## src/rtl/fetch_unit_if.sv

```systemverilog
// Bundles fetch_unit's instruction-memory read port, redirect inputs and decode handshake.
// The master modport is the fetch stage's view; the slave modport is the surrounding pipeline.
interface fetch_unit_if #(
    parameter int NBITS     = 32,
    parameter int NBITSJUMP = 26,
    parameter int INBITS    = 16
);
    logic                 o_imem_req;
    logic [NBITS-1:0]     o_imem_addr;
    logic [NBITS-1:0]     i_imem_data;

    logic                 i_branch_taken;
    logic [INBITS-1:0]    i_branch_offset;
    logic                 i_jump;
    logic [NBITSJUMP-1:0] i_jump_index;
    logic [NBITS-1:0]     i_redir_pc4;

    // Decode handshake: the head entry (o_instr/o_pc4) transfers on every cycle where
    // o_valid && i_ready; o_valid only drops without a transfer on a redirect or reset.
    logic                 o_valid;
    logic [NBITS-1:0]     o_instr;
    logic [NBITS-1:0]     o_pc4;
    logic                 i_ready;

    modport master (
        output o_imem_req, o_imem_addr, o_valid, o_instr, o_pc4,
        input  i_imem_data, i_branch_taken, i_branch_offset, i_jump,
               i_jump_index, i_redir_pc4, i_ready
    );

    modport slave (
        input  o_imem_req, o_imem_addr, o_valid, o_instr, o_pc4,
        output i_imem_data, i_branch_taken, i_branch_offset, i_jump,
               i_jump_index, i_redir_pc4, i_ready
    );
endinterface

```

## src/rtl/fetch_unit.sv

```systemverilog
// Instruction-fetch stage: owns the PC, issues 1-cycle-latency imem reads and buffers responses
// in a DEPTH-entry prefetch queue. Define FETCH_BYPASS_EN to present a response to an empty queue same-cycle.
module fetch_unit #(
    parameter int               NBITS     = 32,
    parameter int               NBITSJUMP = 26,
    parameter int               INBITS    = 16,
    parameter int               DEPTH     = 4,
    parameter logic [NBITS-1:0] RESET_PC  = '0
) (
    input logic           i_clk,
    input logic           i_reset,
    fetch_unit_if.master  io_bus
);
    localparam int               PW       = $clog2(DEPTH);
    localparam int               CW       = PW + 1;
    localparam logic [CW:0]      DEPTH_W  = (CW+1)'(DEPTH);
    localparam logic [PW-1:0]    PTR_ONE  = PW'(1);
    localparam logic [CW-1:0]    CNT_ONE  = CW'(1);
    localparam logic [NBITS-1:0] PC_STEP  = NBITS'(4);

    logic [NBITS-1:0] r_fetch_pc;
    logic [NBITS-1:0] r_req_pc4;
    logic             r_inflight;
    logic [NBITS-1:0] r_q_instr [DEPTH];
    logic [NBITS-1:0] r_q_pc4   [DEPTH];
    logic [PW-1:0]    r_rd_ptr;
    logic [PW-1:0]    r_wr_ptr;
    logic [CW-1:0]    r_count;

    logic             w_redirect;
    logic             w_credit_ok;
    logic             w_req;
    logic             w_resp_live;
    logic             w_q_empty;
    logic             w_bypass;
    logic             w_valid;
    logic             w_pop;
    logic             w_push;
    logic             w_q_pop;
    logic [NBITS-1:0] w_offset_sext;
    logic [NBITS-1:0] w_branch_target;
    logic [NBITS-1:0] w_jump_target;
    logic [NBITS-1:0] w_target;

    assign w_redirect = io_bus.i_branch_taken | io_bus.i_jump;

    // Credit counts the in-flight response so a full queue can never be overrun.
    assign w_credit_ok = ({1'b0, r_count} + {{CW{1'b0}}, r_inflight}) < DEPTH_W;
    assign w_req       = !i_reset && !w_redirect && w_credit_ok;

    assign w_resp_live = r_inflight && !w_redirect && !i_reset;
    assign w_q_empty   = (r_count == '0);

`ifdef FETCH_BYPASS_EN
    assign w_bypass = w_q_empty && w_resp_live;
`else
    assign w_bypass = 1'b0;
`endif

    assign w_valid = (!w_q_empty || w_bypass) && !w_redirect && !i_reset;
    assign w_pop   = w_valid && io_bus.i_ready;
    // A bypassed response that decode accepts is consumed without touching the queue.
    assign w_push  = w_resp_live && !(w_bypass && io_bus.i_ready);
    assign w_q_pop = w_pop && !w_bypass;

    assign w_offset_sext   = {{(NBITS-INBITS){io_bus.i_branch_offset[INBITS-1]}},
                              io_bus.i_branch_offset};
    assign w_branch_target = io_bus.i_redir_pc4 + (w_offset_sext << 2);
    assign w_jump_target   = {io_bus.i_redir_pc4[NBITS-1:NBITSJUMP+2],
                              io_bus.i_jump_index, 2'b00};
    assign w_target        = io_bus.i_jump ? w_jump_target : w_branch_target;

    assign io_bus.o_imem_req  = w_req;
    assign io_bus.o_imem_addr = r_fetch_pc;
    assign io_bus.o_valid     = w_valid;
    assign io_bus.o_instr     = w_bypass ? io_bus.i_imem_data : r_q_instr[r_rd_ptr];
    assign io_bus.o_pc4       = w_bypass ? r_req_pc4          : r_q_pc4[r_rd_ptr];

    always_ff @(posedge i_clk) begin
        if (i_reset) begin
            r_fetch_pc <= RESET_PC;
            r_req_pc4  <= '0;
            r_inflight <= 1'b0;
            r_rd_ptr   <= '0;
            r_wr_ptr   <= '0;
            r_count    <= '0;
        end else if (w_redirect) begin
            // No request is issued this cycle, so clearing inflight drops every older response.
            r_fetch_pc <= w_target;
            r_inflight <= 1'b0;
            r_rd_ptr   <= '0;
            r_wr_ptr   <= '0;
            r_count    <= '0;
        end else begin
            if (w_req) begin
                r_fetch_pc <= r_fetch_pc + PC_STEP;
                r_req_pc4  <= r_fetch_pc + PC_STEP;
                r_inflight <= 1'b1;
            end else begin
                r_inflight <= 1'b0;
            end
            if (w_push) begin
                r_wr_ptr <= r_wr_ptr + PTR_ONE;
            end
            if (w_q_pop) begin
                r_rd_ptr <= r_rd_ptr + PTR_ONE;
            end
            case ({w_push, w_q_pop})
                2'b10:   r_count <= r_count + CNT_ONE;
                2'b01:   r_count <= r_count - CNT_ONE;
                default: r_count <= r_count;
            endcase
        end
    end

    always_ff @(posedge i_clk) begin
        if (w_push) begin
            r_q_instr[r_wr_ptr] <= io_bus.i_imem_data;
            r_q_pc4[r_wr_ptr]   <= r_req_pc4;
        end
    end
endmodule

```

## src/flat_wrapper.sv

```systemverilog
// flat-port wrapper written by rule: the top's interface ports become plain ports
module fetch_unit_flat 
#(
    parameter int               NBITS     = 32,
    parameter int               NBITSJUMP = 26,
    parameter int               INBITS    = 16,
    parameter int               DEPTH     = 4,
    parameter logic [NBITS-1:0] RESET_PC  = '0
)
  (i_clk, i_reset, io_bus_o_imem_req, io_bus_o_imem_addr, io_bus_o_valid, io_bus_o_instr, io_bus_o_pc4, io_bus_i_imem_data, io_bus_i_branch_taken, io_bus_i_branch_offset, io_bus_i_jump, io_bus_i_jump_index, io_bus_i_redir_pc4, io_bus_i_ready);
  fetch_unit_if #(.NBITS(NBITS), .NBITSJUMP(NBITSJUMP), .INBITS(INBITS)) io_bus_i ();
  input logic i_clk;
  input logic i_reset;
  output wire logic [$bits(io_bus_i.o_imem_req)-1:0] io_bus_o_imem_req;
  output wire logic [$bits(io_bus_i.o_imem_addr)-1:0] io_bus_o_imem_addr;
  output wire logic [$bits(io_bus_i.o_valid)-1:0] io_bus_o_valid;
  output wire logic [$bits(io_bus_i.o_instr)-1:0] io_bus_o_instr;
  output wire logic [$bits(io_bus_i.o_pc4)-1:0] io_bus_o_pc4;
  input wire logic [$bits(io_bus_i.i_imem_data)-1:0] io_bus_i_imem_data;
  input wire logic [$bits(io_bus_i.i_branch_taken)-1:0] io_bus_i_branch_taken;
  input wire logic [$bits(io_bus_i.i_branch_offset)-1:0] io_bus_i_branch_offset;
  input wire logic [$bits(io_bus_i.i_jump)-1:0] io_bus_i_jump;
  input wire logic [$bits(io_bus_i.i_jump_index)-1:0] io_bus_i_jump_index;
  input wire logic [$bits(io_bus_i.i_redir_pc4)-1:0] io_bus_i_redir_pc4;
  input wire logic [$bits(io_bus_i.i_ready)-1:0] io_bus_i_ready;
  assign io_bus_o_imem_req = io_bus_i.o_imem_req;
  assign io_bus_o_imem_addr = io_bus_i.o_imem_addr;
  assign io_bus_o_valid = io_bus_i.o_valid;
  assign io_bus_o_instr = io_bus_i.o_instr;
  assign io_bus_o_pc4 = io_bus_i.o_pc4;
  assign io_bus_i.i_imem_data = io_bus_i_imem_data;
  assign io_bus_i.i_branch_taken = io_bus_i_branch_taken;
  assign io_bus_i.i_branch_offset = io_bus_i_branch_offset;
  assign io_bus_i.i_jump = io_bus_i_jump;
  assign io_bus_i.i_jump_index = io_bus_i_jump_index;
  assign io_bus_i.i_redir_pc4 = io_bus_i_redir_pc4;
  assign io_bus_i.i_ready = io_bus_i_ready;
  fetch_unit #(.NBITS(NBITS), .NBITSJUMP(NBITSJUMP), .INBITS(INBITS), .DEPTH(DEPTH), .RESET_PC(RESET_PC)) u_core (.i_clk(i_clk), .i_reset(i_reset), .io_bus(io_bus_i));
endmodule
```

## config.mk

```make
export PLATFORM = sky130hd
export DESIGN_NAME = fetch_unit_flat
export DESIGN_NICKNAME = d
export VERILOG_FILES = /design/src/rtl/fetch_unit_if.sv /design/src/rtl/fetch_unit.sv /design/src/flat_wrapper.sv
export SDC_FILE = /design/constraint.sdc
export NUM_CORES = 1
export LEC_CHECK = 0
export BUFFER_PORTS_ARGS = -buffer_cell sky130_fd_sc_hd__buf_4
export CAP_MARGIN = 30
export CORE_UTILIZATION = 58
export DETAILED_ROUTE_END_ITERATION = 10
export GPL_ROUTABILITY_DRIVEN = 0
export PLACE_DENSITY = 0.81
export SETUP_SLACK_MARGIN = 0.2
export SKIP_CTS_REPAIR_TIMING = 1
export SLEW_MARGIN = 5
export SYNTH_ARGS = -nofsm -noshare
export SYNTH_HDL_FRONTEND = slang
export SYNTH_SLANG_ARGS = --single-unit
```

## constraint.sdc

```tcl
create_clock -name i_clk -period 4.27 [get_ports i_clk]
set_clock_uncertainty 0.2 [all_clocks]
set_input_delay 0.854 -clock i_clk [delete_from_list [all_inputs] [get_ports i_clk]]
set_output_delay 0.854 -clock i_clk [all_outputs]
set_load 0.03 [all_outputs]
```

### Word level (Yosys, flattened, before mapping)

Memory sizes are Yosys's and may differ from the RTL's. A register that Yosys moved wholly into a read port is not among the register bits.
Index checks and enable logic that the tools add are counted.

| operators by class | value |
|---|---|
| divide/modulo/power cells | 0 |
| add/subtract/negate cells | 7 |
| multiply operators | 0 |
| $lt $le $gt $ge | 1 |
| bitwise gates (word level) | 2 |
| shift-type cells | 0 |
| multiplexer cells | 11 |
| reduce and logical (&&, ||, !) cells | 15 |
| eq/ne operators | 2 |

Operators with widths:

| operator | count |
|---|---|
| 2-to-1 mux 32 bit | 3 |
| adder 32 x 3 -> 32 bit (second input constant) | 1 |
| adder 32 bit | 1 |
| 2-to-1 mux 2 bit | 4 |
| logical AND 1 bit | 7 |
| one-hot mux 3 bit (2 select lines) | 1 |
| adder 2 x 1 -> 2 bit (second input constant) | 2 |
| adder 3 x 1 -> 4 bit | 1 |
| less-than comparator 4 x 3 -> 1 bit (second input constant) | 1 |
| nonzero test 2 bit | 2 |
| adder 3 x 1 -> 3 bit (second input constant) | 1 |
| zero test 1 bit | 3 |
| zero test 3 bit | 1 |
| 2-to-1 mux 1 bit | 3 |
| subtractor 3 x 1 -> 3 bit (second input constant) | 1 |
| == test 2 x 1 -> 1 bit (second input constant) | 1 |
| == test 2 bit (second input constant) | 1 |
| AND reduction 2 bit | 1 |
| OR reduction 2 bit | 1 |
| NOT 1 bit | 1 |
| bitwise OR 1 bit | 1 |

| storage, ports and cells | value |
|---|---|
| RAM bits | 256 |
| output and inout port bits | 98 |
| logic and storage cells | 46 |
| bits in read-only memories | 0 |
| bits in latches | 0 |
| register bits after elaboration | 72 |
| memories | 2 |
| input bits | 111 |

Memory list:

| memory | words | bits a word | rd ports | clocked after memory_dff | wr ports | RTL line | RTL |
|---|---|---|---|---|---|---|---|
| u_core.r_q_instr | 4 | 32 | 1 | 1 | 1 | fetch_unit.sv:24 | `logic [NBITS-1:0] r_q_instr [DEPTH];` |
| u_core.r_q_pc4 | 4 | 32 | 1 | 1 | 1 | fetch_unit.sv:25 | `logic [NBITS-1:0] r_q_pc4 [DEPTH];` |

### Longest topological paths before layout

| depth | value |
|---|---|
| depth after elaboration | 7 |
| mapped depth | 11 |
| gate-level depth less buffers | 10 |

### Worst setup path after synthesis

No wires, ideal clock.

| timing | value |
|---|---|
| kind | input -> register |
| start | input port io_bus_i_jump |
| end | register u_core.r_count[2] |
| required time | 3.997 ns |
| cell stages on the path | 11 |
| data arrival time | 3.511 ns |
| setup slack | 0.487 ns |
| library setup time | 0.073 ns |
| path buffers | 1 |
| path through | clkbuf_1 nor2_1 nand2_1 nor2_1 and2_1 ha_1 inv_1 fa_1 xor2_1 or3_1 a21oi_1 |

| between the ends | value |
|---|---|
| longest elaborated chain between the ends | 7 |
| elaborated cells between the ends (all ways) | 12 |
| those cells by class | eq/ne: 2; mux: 1; bitwise: 1; reduce/logical: 8 |

Ends and longest elaborated chain:

| element | RTL line | RTL |
|---|---|---|
| start, declared | flat_wrapper.sv:22 | `input wire logic [$bits(io_bus_i.i_jump)-1:0] io_bus_i_jump;` |
| bitwise OR 1 bit * | fetch_unit.sv:45 | `assign w_redirect = io_bus.i_branch_taken \| io_bus.i_jump;` |
| zero test 1 bit * | fetch_unit.sv:60 | `assign w_valid = (!w_q_empty \|\| w_bypass) && !w_redirect && !i_reset;` |
| logical AND 1 bit * (2 in series) | fetch_unit.sv:60 |  |
| via io_bus_o_valid | flat_wrapper.sv:16 | `output wire logic [$bits(io_bus_i.o_valid)-1:0] io_bus_o_valid;` |
| logical AND 1 bit * | fetch_unit.sv:61 | `assign w_pop = w_valid && io_bus.i_ready;` |
| via u_core.w_pop | fetch_unit.sv:37 | `logic w_pop;` |
| == test 2 x 1 -> 1 bit or == test 2 bit (tied branches) | fetch_unit.sv:108 | `case ({w_push, w_q_pop})` |
| one-hot mux 3 bit (2 select lines) or nonzero test 2 bit (tied branches) | - |  |
| end signal, assigned | fetch_unit.sv:109 | `2'b10: r_count <= r_count + CNT_ONE;` |
| end signal, assigned | fetch_unit.sv:110 | `2'b01: r_count <= r_count - CNT_ONE;` |
| end signal, assigned | fetch_unit.sv:111 | `default: r_count <= r_count;` |
| end, declared | fetch_unit.sv:28 | `logic [CW-1:0] r_count;` |

The timed path passes the listed nets; every way through them passes the cells marked *.
A chain may end at the register's enable or synchronous reset.

==> flow_metrics.env <==
export IMPL_status="complete, no violations"
export IMPL_synthesis_nets=1195
export IMPL_synth_distinct_cells=75
export IMPL_arrival_ns=2.41
export IMPL_vias=10300
export IMPL_ys_warn_count=0
export IMPL_netlist_instances=1047
export IMPL_placementRows=57
export IMPL_synth_compound_area_frac=0.0991
export IMPL_layout_drive_gt1_share=0.290
export IMPL_post_route_cell_area_um2=17900
export IMPL_wl_per_cell_um=23.8
export IMPL_drt_pass1_iter_count=6
export IMPL_final_cell_mix="256 x edfxtp_1, 228 x buf_4, 81 x nor2_1"
export IMPL_rsz0062_at_grt="false"
export IMPL_dpl_hpwl_mm=25.5
export IMPL_p_leak_uw=0.00652
export IMPL_pin_count=209
export IMPL_diodes=0
export IMPL_synth_top_family_by_area="multiplexers"
export IMPL_wl_mm=38.3
export IMPL_endpoint_kind="output pin"
export IMPL_place_ws_ns=0.607
export IMPL_worst_path_most_repeated_cell="buf_4"
export IMPL_fmax_mhz=289
export IMPL_drt_vias_per_instance=6.42
export IMPL_grt_overflow=0
export IMPL_p_per_area_nw_per_um2=406
export IMPL_fin_total_pwr_uw=7250
export IMPL_cts_tree="done"
export IMPL_cp_max_fo=25
export IMPL_synthMuxAreaShare=0.103
export IMPL_grt_pass1_wl_mm=58.5
export IMPL_fp_dieH_um=161
export IMPL_slowest_delay_ns=0.82
export IMPL_async_flop_share=0
export IMPL_synth_area_per_cell_um2=14.1
export IMPL_antenna_found_initial=0
export IMPL_drc_errors=0
export IMPL_path_class="reg -> out"
export IMPL_ir_drop_mv=0.336
export IMPL_clock_sinks=330
export IMPL_path_cells="buf_4 -> mux4_2 -> buf_4"
export IMPL_design_die_area_um2=26100
export IMPL_worst_slew_pin_slew_ns=0.749
export IMPL_r2r_slack_ns=1.30
export IMPL_clkTransAtPathRegs_ns=0.07
export IMPL_synth_seq_area_share=0.622
export IMPL_maxCapViolCount=0
export IMPL_synthAdderAreaFrac=0.0324
export IMPL_start_kind="register"
export IMPL_grt_pass1_vias=10000
export IMPL_finalHoldViolations=0
export IMPL_core_um2=24600
export IMPL_fin_hold_ws_ns=0.299
export IMPL_hp_class="in -> reg"
export IMPL_antenna_left=0
export IMPL_clk_latency_ns=0.55
export IMPL_nets=1408
export IMPL_synthXorXnorAreaFrac=0.0374
export IMPL_drt_iter0_markers=1131
export IMPL_synthSimpleGateAreaFrac=0.0858
export IMPL_crit_path_top_delay_cell="dfxtp_2"
export IMPL_path_buf_inv=2
export IMPL_finalSetupViolCount=0
export IMPL_dieWidth_um=161
export IMPL_fin_ws_ns=0.805
export IMPL_numPortBuffers=208
export IMPL_gr_usage_all_layers=0.297
export IMPL_grt_max_degree=47
export IMPL_synthToLayoutAreaGrowth_pct=21.3
export IMPL_fin_tns_setup_ns=0
export IMPL_syn_cell_area_um2=14700
export IMPL_dpl_instance_area_um2=16700
export IMPL_cts_made_buffers=30
export IMPL_synth_flop_cell="edfxtp_1"
export IMPL_cp_top_family="flip-flops"
export IMPL_synth_edf_count=256
export IMPL_period_minus_slack_ns=3.46
export IMPL_slew_violations=0
export IMPL_htreeDepth=1
export IMPL_fin_crit_sh=0.811
export IMPL_initial_core_util=0.599
export IMPL_cts_max_path_buffers=3
export IMPL_synth_seq_cells=330
export IMPL_worstPathRequired_ns=3.22
export IMPL_slew_headroom=0.500
export IMPL_final_common_cell="edfxtp_1"
export IMPL_clockRootBuffer="clkbuf_16"
[stage by stage]
step,std cells,util
global placement,1552,0.681
CTS,1608,0.727
global route,1608,0.727
floorplan,1047,-
finish,1608,0.727
detailed placement,1552,0.681
[sequential cells by signal, indices dropped and copies added (netlist names), named ones only]
| name | cells |
|---|---|
| u_core.io_bus.o_imem_addr | 32 |
| u_core.r_req_pc4 | 32 |
| u_core.r_inflight | 1 |
| u_core.r_wr_ptr | 2 |
| u_core.r_count | 3 |
| u_core.r_rd_ptr | 2 |
| u_core.r_q_instr | 128 |
| u_core.r_q_pc4 | 128 |
[where the power goes]
| group | leakage, uW | internal, uW | switching (uW) |
|---|---|---|---|
| Combinational | 0.00291 | 282 | 407 |
| Sequential | 0.00306 | 3490 | 80.1 |
| Clock | 0.000558 | 1800 | 1180 |
[logic make-up after synthesis]
| logic type | Yosys count |
|---|---|
| buf+inv | 71 |
| compound gates | 217 |
| xor+xnor | 63 |
| flops | 330 |
| mux | 72 |
| simple gates | 257 |
| fa+ha+maj | 37 |
[final timing paths]
kind                                start                            end  cells past startpoint
max                              register              io_bus_o_instr[6]                      3
min                io_bus_i_imem_data[14]        u_core.r_q_instr[0][14]                      1
max reg2reg  u_core.io_bus.o_imem_addr[2]  u_core.io_bus.o_imem_addr[24]                      8
min reg2reg  u_core.io_bus.o_imem_addr[0]            u_core.r_req_pc4[0]                      2
[per-layer routing]
layer  routed length [um]  vias up  share of wire  global-route usage
met1                14800     5114           0.39               0.388
li1                     -     4529              -                   -
met2                18600      558           0.48               0.498
met5                    0        -              0                   0
met4                 1880        0          0.049               0.138
met3                 3000      117          0.078              0.0375
[synth_stat cells (3+ instances only)]
library cell / count / area (um2)
a211oi_1: 28 / 210
a21o_1: 13 / 97.6
a21oi_1: 52 / 260
a221o_1: 3 / 30.0
a221oi_1: 3 / 26.3
a222oi_1: 3 / 30.0
a22oi_1: 4 / 30.0
a31o_2: 5 / 43.8
a31oi_1: 6 / 37.5
and2_1: 6 / 37.5
and3_1: 10 / 62.6
and4_1: 5 / 43.8
buf_1: 13 / 48.8
buf_6: 4 / 45.0
clkbuf_1: 34 / 128
dfxtp_1: 74 / 1480
edfxtp_1: 256 / 7690
ha_1: 35 / 438
inv_1: 17 / 63.8
mux2i_1: 8 / 80.1
mux4_2: 64 / 1440
nand2_1: 66 / 248
nand2b_1: 3 / 18.8
nand3_1: 22 / 110
nand4_1: 16 / 100
nor2_1: 81 / 304
nor3_1: 21 / 105
nor4_1: 9 / 56.3
o2111ai_1: 4 / 35.0
o211ai_1: 5 / 37.5
o21a_1: 13 / 97.6
o21ai_0: 38 / 190
o21ai_1: 4 / 20.0
o22ai_1: 5 / 31.3
o31ai_1: 4 / 30.0
or3_1: 4 / 25.0
xnor2_1: 37 / 324
xor2_1: 26 / 228
[area by class of cell]
class | count | area, um2
clock buffer | 41 | 948
tap | 324 | 405
inverter | 19 | 71.3
fill | 1571 | 6720
multi-input combinational | 646 | 5280
clock inverter | 15 | 188
timing repair buffer | 233 | 1810
sequential | 330 | 9170
Note: power is estimated with default switching activity, not from simulation.
